===== config.mk =====
export PLATFORM = sky130hd
export DESIGN_NAME = ff_init_sequencer
export DESIGN_NICKNAME = d
export VERILOG_FILES = /design/src/rtl/ff_init_sequencer_pkg.sv /design/src/rtl/ff_init_sequencer_preset_sync.sv /design/src/rtl/ff_init_sequencer.sv
export SDC_FILE = /design/constraint.sdc
export NUM_CORES = 1
export LEC_CHECK = 0
export ABC_AREA = 0
export BUFFER_PORTS_ARGS = -buffer_cell sky130_fd_sc_hd__buf_4
export CORE_ASPECT_RATIO = 0.9
export CORE_UTILIZATION = 30
export CTS_CLUSTER_SIZE = 30
export DETAILED_ROUTE_END_ITERATION = 10
export HOLD_SLACK_MARGIN = 0.1
export PLACE_DENSITY_LB_ADDON = 0.1
export SETUP_SLACK_MARGIN = 0.1
export SYNTH_ARGS = -nofsm -noshare
export SYNTH_HDL_FRONTEND = slang
export SYNTH_SLANG_ARGS = --single-unit

===== constraint.sdc =====
create_clock -name clk -period 1.6 [get_ports clk]
set_input_delay 0.32 -clock clk [delete_from_list [all_inputs] [get_ports clk]]
set_output_delay 0.32 -clock clk [all_outputs]
set_load 0.005 [all_outputs]

===== src/rtl/ff_init_sequencer_pkg.sv =====
// Shared types and helpers for the flop-bank preset/clear sequencer.
// Holds the FSM state encoding, the request kind codes and the counter sizing rule.
package ff_ctrl_pkg;

    typedef enum logic [1:0] {
        SYNC    = 2'd0,
        ASSERT  = 2'd1,
        RECOVER = 2'd2,
        RUN     = 2'd3
    } state_e;

    localparam logic [1:0] KIND_NOP  = 2'b00;
    localparam logic [1:0] KIND_CLR  = 2'b01;
    localparam logic [1:0] KIND_SET  = 2'b10;
    localparam logic [1:0] KIND_BOTH = 2'b11;

    // The counter only ever holds values up to max(...)-1, so clog2 of the max is enough.
    function automatic int cnt_width(input int pulse_cycles, input int recovery_cycles);
        int m;
        m = (pulse_cycles > recovery_cycles) ? pulse_cycles : recovery_cycles;
        return (m > 1) ? $clog2(m) : 1;
    endfunction

endpackage


===== src/rtl/ff_init_sequencer_preset_sync.sv =====
// Reset-release synchronizer: asserts asynchronously, releases after STAGES rising edges.
module preset_sync #(
    parameter int STAGES = 2
) (
    input  logic clk,
    input  logic preset,
    output logic sync_o
);

    logic [STAGES-1:0] chain_q;
    logic [STAGES-1:0] chain_d;

    always_comb begin
        chain_d = {chain_q[STAGES-2:0], 1'b1};
    end

    always_ff @(posedge clk or negedge preset) begin
        if (!preset) begin
            chain_q <= '0;
        end else begin
            chain_q <= chain_d;
        end
    end

    assign sync_o = chain_q[STAGES-1];

endmodule


===== src/rtl/ff_init_sequencer.sv =====
// Drives the active-low preset/clear pins and capture enable of the async flop bank,
// enforcing minimum pulse width and recovery time on power-up and on request.
module ff_init_sequencer #(
    parameter int SYNC_STAGES     = 2,
    parameter int PULSE_CYCLES    = 2,
    parameter int RECOVERY_CYCLES = 1
) (
    input  logic       clk,
    input  logic       preset,
    input  logic       req_valid,
    output logic       req_ready,
    input  logic [1:0] req_kind,
    input  logic       err_clr,
    output logic       preset_n_o,
    output logic       clear_n_o,
    output logic       cap_en,
    output logic       done,
    output logic       err
);
    import ff_ctrl_pkg::*;

    localparam int CNT_W = cnt_width(PULSE_CYCLES, RECOVERY_CYCLES);
    localparam logic [CNT_W-1:0] PULSE_LOAD   = CNT_W'(PULSE_CYCLES - 1);
    localparam logic [CNT_W-1:0] RECOVER_LOAD = CNT_W'(RECOVERY_CYCLES - 1);
    // Clear has been low since reset, so the SYNC exit cycle already counts toward the pulse.
    localparam logic [CNT_W-1:0] SYNC_LOAD    = CNT_W'((PULSE_CYCLES >= 2) ? PULSE_CYCLES - 2 : 0);

    state_e           state_q, state_d;
    logic [CNT_W-1:0] cnt_q, cnt_d;
    logic             preset_n_q, preset_n_d;
    logic             clear_n_q, clear_n_d;
    logic             cap_en_q, cap_en_d;
    logic             done_q, done_d;
    logic             err_q, err_d;
    logic             nop_pend_q, nop_pend_d;
    logic             sync_ok;
    logic             accept;

    preset_sync #(.STAGES(SYNC_STAGES)) u_preset_sync (
        .clk    (clk),
        .preset (preset),
        .sync_o (sync_ok)
    );

    assign accept = req_valid && (state_q == RUN);

    always_comb begin
        state_d    = state_q;
        cnt_d      = cnt_q;
        preset_n_d = preset_n_q;
        clear_n_d  = clear_n_q;
        cap_en_d   = cap_en_q;
        done_d     = nop_pend_q;
        nop_pend_d = 1'b0;
        err_d      = err_q;

        if (accept && (req_kind == KIND_BOTH)) begin
            err_d = 1'b1;
        end else if (err_clr) begin
            err_d = 1'b0;
        end

        case (state_q)
            SYNC: begin
                if (sync_ok) begin
                    if (PULSE_CYCLES == 1) begin
                        clear_n_d = 1'b1;
                        cnt_d     = RECOVER_LOAD;
                        state_d   = RECOVER;
                    end else begin
                        cnt_d   = SYNC_LOAD;
                        state_d = ASSERT;
                    end
                end
            end
            ASSERT: begin
                if (cnt_q == '0) begin
                    preset_n_d = 1'b1;
                    clear_n_d  = 1'b1;
                    cnt_d      = RECOVER_LOAD;
                    state_d    = RECOVER;
                end else begin
                    cnt_d = cnt_q - 1'b1;
                end
            end
            RECOVER: begin
                if (cnt_q == '0) begin
                    cap_en_d = 1'b1;
                    done_d   = 1'b1;
                    state_d  = RUN;
                end else begin
                    cnt_d = cnt_q - 1'b1;
                end
            end
            RUN: begin
                if (accept) begin
                    if (req_kind == KIND_NOP) begin
                        nop_pend_d = 1'b1;
                    end else begin
                        // Kind 11 falls into the clear branch so both pins are never low together.
                        if (req_kind[0]) begin
                            clear_n_d = 1'b0;
                        end else begin
                            preset_n_d = 1'b0;
                        end
                        cap_en_d = 1'b0;
                        cnt_d    = PULSE_LOAD;
                        state_d  = ASSERT;
                    end
                end
            end
            default: state_d = SYNC;
        endcase
    end

    always_ff @(posedge clk or negedge preset) begin
        if (!preset) begin
            state_q    <= SYNC;
            cnt_q      <= '0;
            preset_n_q <= 1'b1;
            clear_n_q  <= 1'b0;
            cap_en_q   <= 1'b0;
            done_q     <= 1'b0;
            err_q      <= 1'b0;
            nop_pend_q <= 1'b0;
        end else begin
            state_q    <= state_d;
            cnt_q      <= cnt_d;
            preset_n_q <= preset_n_d;
            clear_n_q  <= clear_n_d;
            cap_en_q   <= cap_en_d;
            done_q     <= done_d;
            err_q      <= err_d;
            nop_pend_q <= nop_pend_d;
        end
    end

    assign req_ready  = (state_q == RUN);
    assign preset_n_o = preset_n_q;
    assign clear_n_o  = clear_n_q;
    assign cap_en     = cap_en_q;
    assign done       = done_q;
    assign err        = err_q;

endmodule

==> flow_metrics.py <==
metrics = {
    "outcome": {
        "status": "finished, final reports clean",
    },
    "placement": {
        "dp.final_hpwl_um": 805,
        "gp_congestion": 0.7805,
        "port_buffers": 11,
        "place_ws_ps": 29.17,
    },
    "pwr": {
        "power_w": 0.001457,
        "vdd_ir_drop_max_mv": 0.8819,
        "power.leakage_nw": 0.3857,
        "p_per_area_nw_per_um2": 1817,
    },
    "yosys": {
        "synth-edff-count": 0,
        "synth_seq_area_share_pct": 49.00,
        "async_flop_share_pct": 100.0,
        "yosysWarningCount": 0,
        "synth_cell_type_count": 25,
        "yosysTopAreaCell": "dfrtp_1",
        "synth_area_um2": 564.3,
        "synth_area_leaders": "dfrtp_1 44%, ha_1 11%, dfstp_2 4.7%, inv_1 4.0%, o41ai_1 3.1%",
        "syn_inst": 50,
        "syn_nets": 61,
        "synthFlopType": "dfrtp_1",
        "synth_most_common_cell": "dfrtp_1",
        "avgSynthCellArea_um2": 11.29,
        "synth.top_cell.area_share_pct": 44.35,
        "synth_common_cells": "10 x dfrtp_1, 6 x inv_1, 5 x ha_1, 3 x nand2_1",
        "synth_seq_cells": 11,
    },
    "die": {
        "rows": 14,
        "die_area_um2": 2059,
        "fp.dieW_um": 47.72,
        "start_util_pct": 32.87,
        "io_pins": 12,
        "core_area_um2": 1717,
        "die_h_um": 43.15,
    },
    "routing": {
        "drc": 0,
        "via_count": 426,
        "dr.pass1.iters": 3,
        "final_antenna_net_count": 0,
        "viasPerCell": 4.484,
        "wl_um": 1174,
        "first_iter_violations": 3,
        "wire_per_inst_um": 12.36,
    },
    "cells_and_area": {
        "drive_gt1_share_pct": 50.70,
        "area_delta_synth_final_pct": 42.13,
        "diodes": 0,
        "nNetsFinal": 83,
    },
    "worst_setup_path": {
        "cp-start-kind": "register",
        "slowest_stage": "dfrtp_2",
        "r2r-start": "state_q[1]",
        "critPathMaxStageDelay_ps": 450,
        "setup.worst_path.class": "register to primary output",
        "cp.arrival_ps": 1180,
        "endpoint_kind": "primary output",
        "reg2reg_slack_ps": 110,
        "crit_fanout": 6,
        "path_common_cell": "buf_4",
        "startpoint": "state_q[1]",
        "worstPathCellList": "ha_4 -> buf_4 -> buf_4",
        "cp_data_required_time_ps": 1280,
    },
    "timing": {
        "rsz0062_at_grt": "true",
        "finalHoldViolations": 0,
        "fin_skew_ps": 3.034,
        "slew_viol_final": 0,
        "fin_setup_tns_ps": 0,
        "timing.final.crit_share_pct": 93.64,
        "period_minus_slack_ps": 1498,
        "finalSetupViolations": 0,
        "whs_ps": 230.5,
        "fin_ws_ps": 101.7,
        "fmax_mhz": 667.4,
    },
    "global_route": {
        "grt_overflow": 0,
        "first_global_vias": 407,
        "antenna_found_initial": 0,
        "grt_usage_pct": 13.20,
        "grt_pass1_wl_um": 1849,
        "grt_start_max_net_pins": 12,
    },
    "clocking": {
        "cts_buffer_depth": 2,
        "cts_buffers": 3,
        "root_buffer": "clkbuf_4",
        "cts_tree": "yes",
        "htreeDepth": 1,
        "worst_skew_pair.late_latency_ps": 270,
        "path_clk_slew_ps": 70,
        "cts_sinks": 11,
    },
    "run": {
        "cap_violations": 0,
    },
    "min_path": {
        "hp-class": "input pin to register",
        "hold_start": "err_clr",
    },
}
-- layout by cell type (no fill, tap or decap) --
master	Yosys	routed
and2_2	0	1
o41ai_2	0	1
clkbuf_1	0	1
inv_2	0	2
nand3_1	2	1
clkbuf_4	0	3
dlygate4sd3_1	0	1
mux2_4	1	1
dfstp_2	1	1
or3b_4	1	1
buf_4	0	16
a211o_2	1	1
o41ai_1	2	1
ha_1	5	2
nand2_1	3	3
nor2_1	2	2
o21ai_1	0	1
or2b_4	0	1
dfrtp_1	10	8
nand2b_1	2	2
mux2_1	1	1
nor2b_1	1	1
ha_4	0	1
ha_2	0	2
dfrtp_2	0	2
mux2i_1	1	1
a21o_1	1	1
a2111oi_2	0	1
nand3_2	0	1
o22ai_1	2	2
o2bb2ai_1	1	1
a31oi_1	1	1
nand4_4	0	1
inv_1	6	4
conb_1	1	1
-- final timing paths --
path	cells past startpoint	end
max in group asynchronous	2	preset_n_o
min in group asynchronous	2	err
worst min register to register	0	u_preset_sync.chain_q[1]
worst min-delay path	2	err
worst max-delay path	3	req_ready
worst max register to register	4	state_q[1]
-- cells by family (layout without fill, tap and decap cells) --
group | after synthesis | after routing | synth area share [%]
AND/OR/NAND/NOR | 14 | 14 | 15.30
flip-flops | 11 | 11 | 49.00
AO/OA/AOI/OAI | 10 | 10 | 13.53
buffers and inverters | 6 | 27 | 3.991
adder cells (fa/ha/maj) | 5 | 5 | 11.09
multiplexers | 3 | 3 | 6.429
other | 1 | 1 | 0.6646
-- layer usage --
layer,global-route usage [%],up-vias,part of all wire (%)
met5,0,-,0
met4,5.000,0,0.77
met3,6.383,2,6.8
met2,18.65,13,44
met1,17.02,193,48
li1,-,218,-
-- timing repair --
item	in CTS	in global routing
hold endpoints to repair	11	0
gates cloned	0	0
setup buffers	2	0
hold buffers	1	0
endpoints found under the setup margin	5	5
pin swaps	0	2
resized for setup	6	8
-- stage by stage --
stage          cells  utilization (%)  cell area, µm²
4_1_cts           95            44.68           767.0
2_1_floorplan     50                -           576.8
3_3_place_gp      88            41.47           711.9
5_1_grt           95            46.72           802.0
3_5_place_dp      88            41.47           711.9
6_report          95            46.72           802.0
-- sequential cells by signal (all words and copies together), names as in the netlist --
| register | count |
|---|---|
| cnt_q | 1 |
| done | 1 |
| clear_n_o | 1 |
| cap_en | 1 |
| err | 1 |
| nop_pend_q | 1 |
| state_q | 2 |
| preset_n_o | 1 |
| u_preset_sync.chain_q | 2 |
-- where the power goes --
part           switching [W]  internal, W  total [W]
logic               0.000338     0.000447   0.000785
clock network      0.0000994    0.0000968   0.000196
registers          0.0000889     0.000388   0.000477
-- final cells by class --
| class | instances | area (µm²) |
|---|---|---|
| timing repair buffer | 17 | 130.1 |
| tap | 24 | 30.03 |
| multi-input combinational | 33 | 314.1 |
| clock buffer | 4 | 26.28 |
| fill | 176 | 914.6 |
| inverter | 6 | 22.52 |
| sequential | 11 | 279.0 |
-- critical path: cells and delay by family, from the launching register on --
family                   cells  cell delay [ps]
flip-flops                   1              450
buffers and inverters        2              280
adder cells (fa/ha/maj)      1              170
Power figures use the tool's default switching activity.
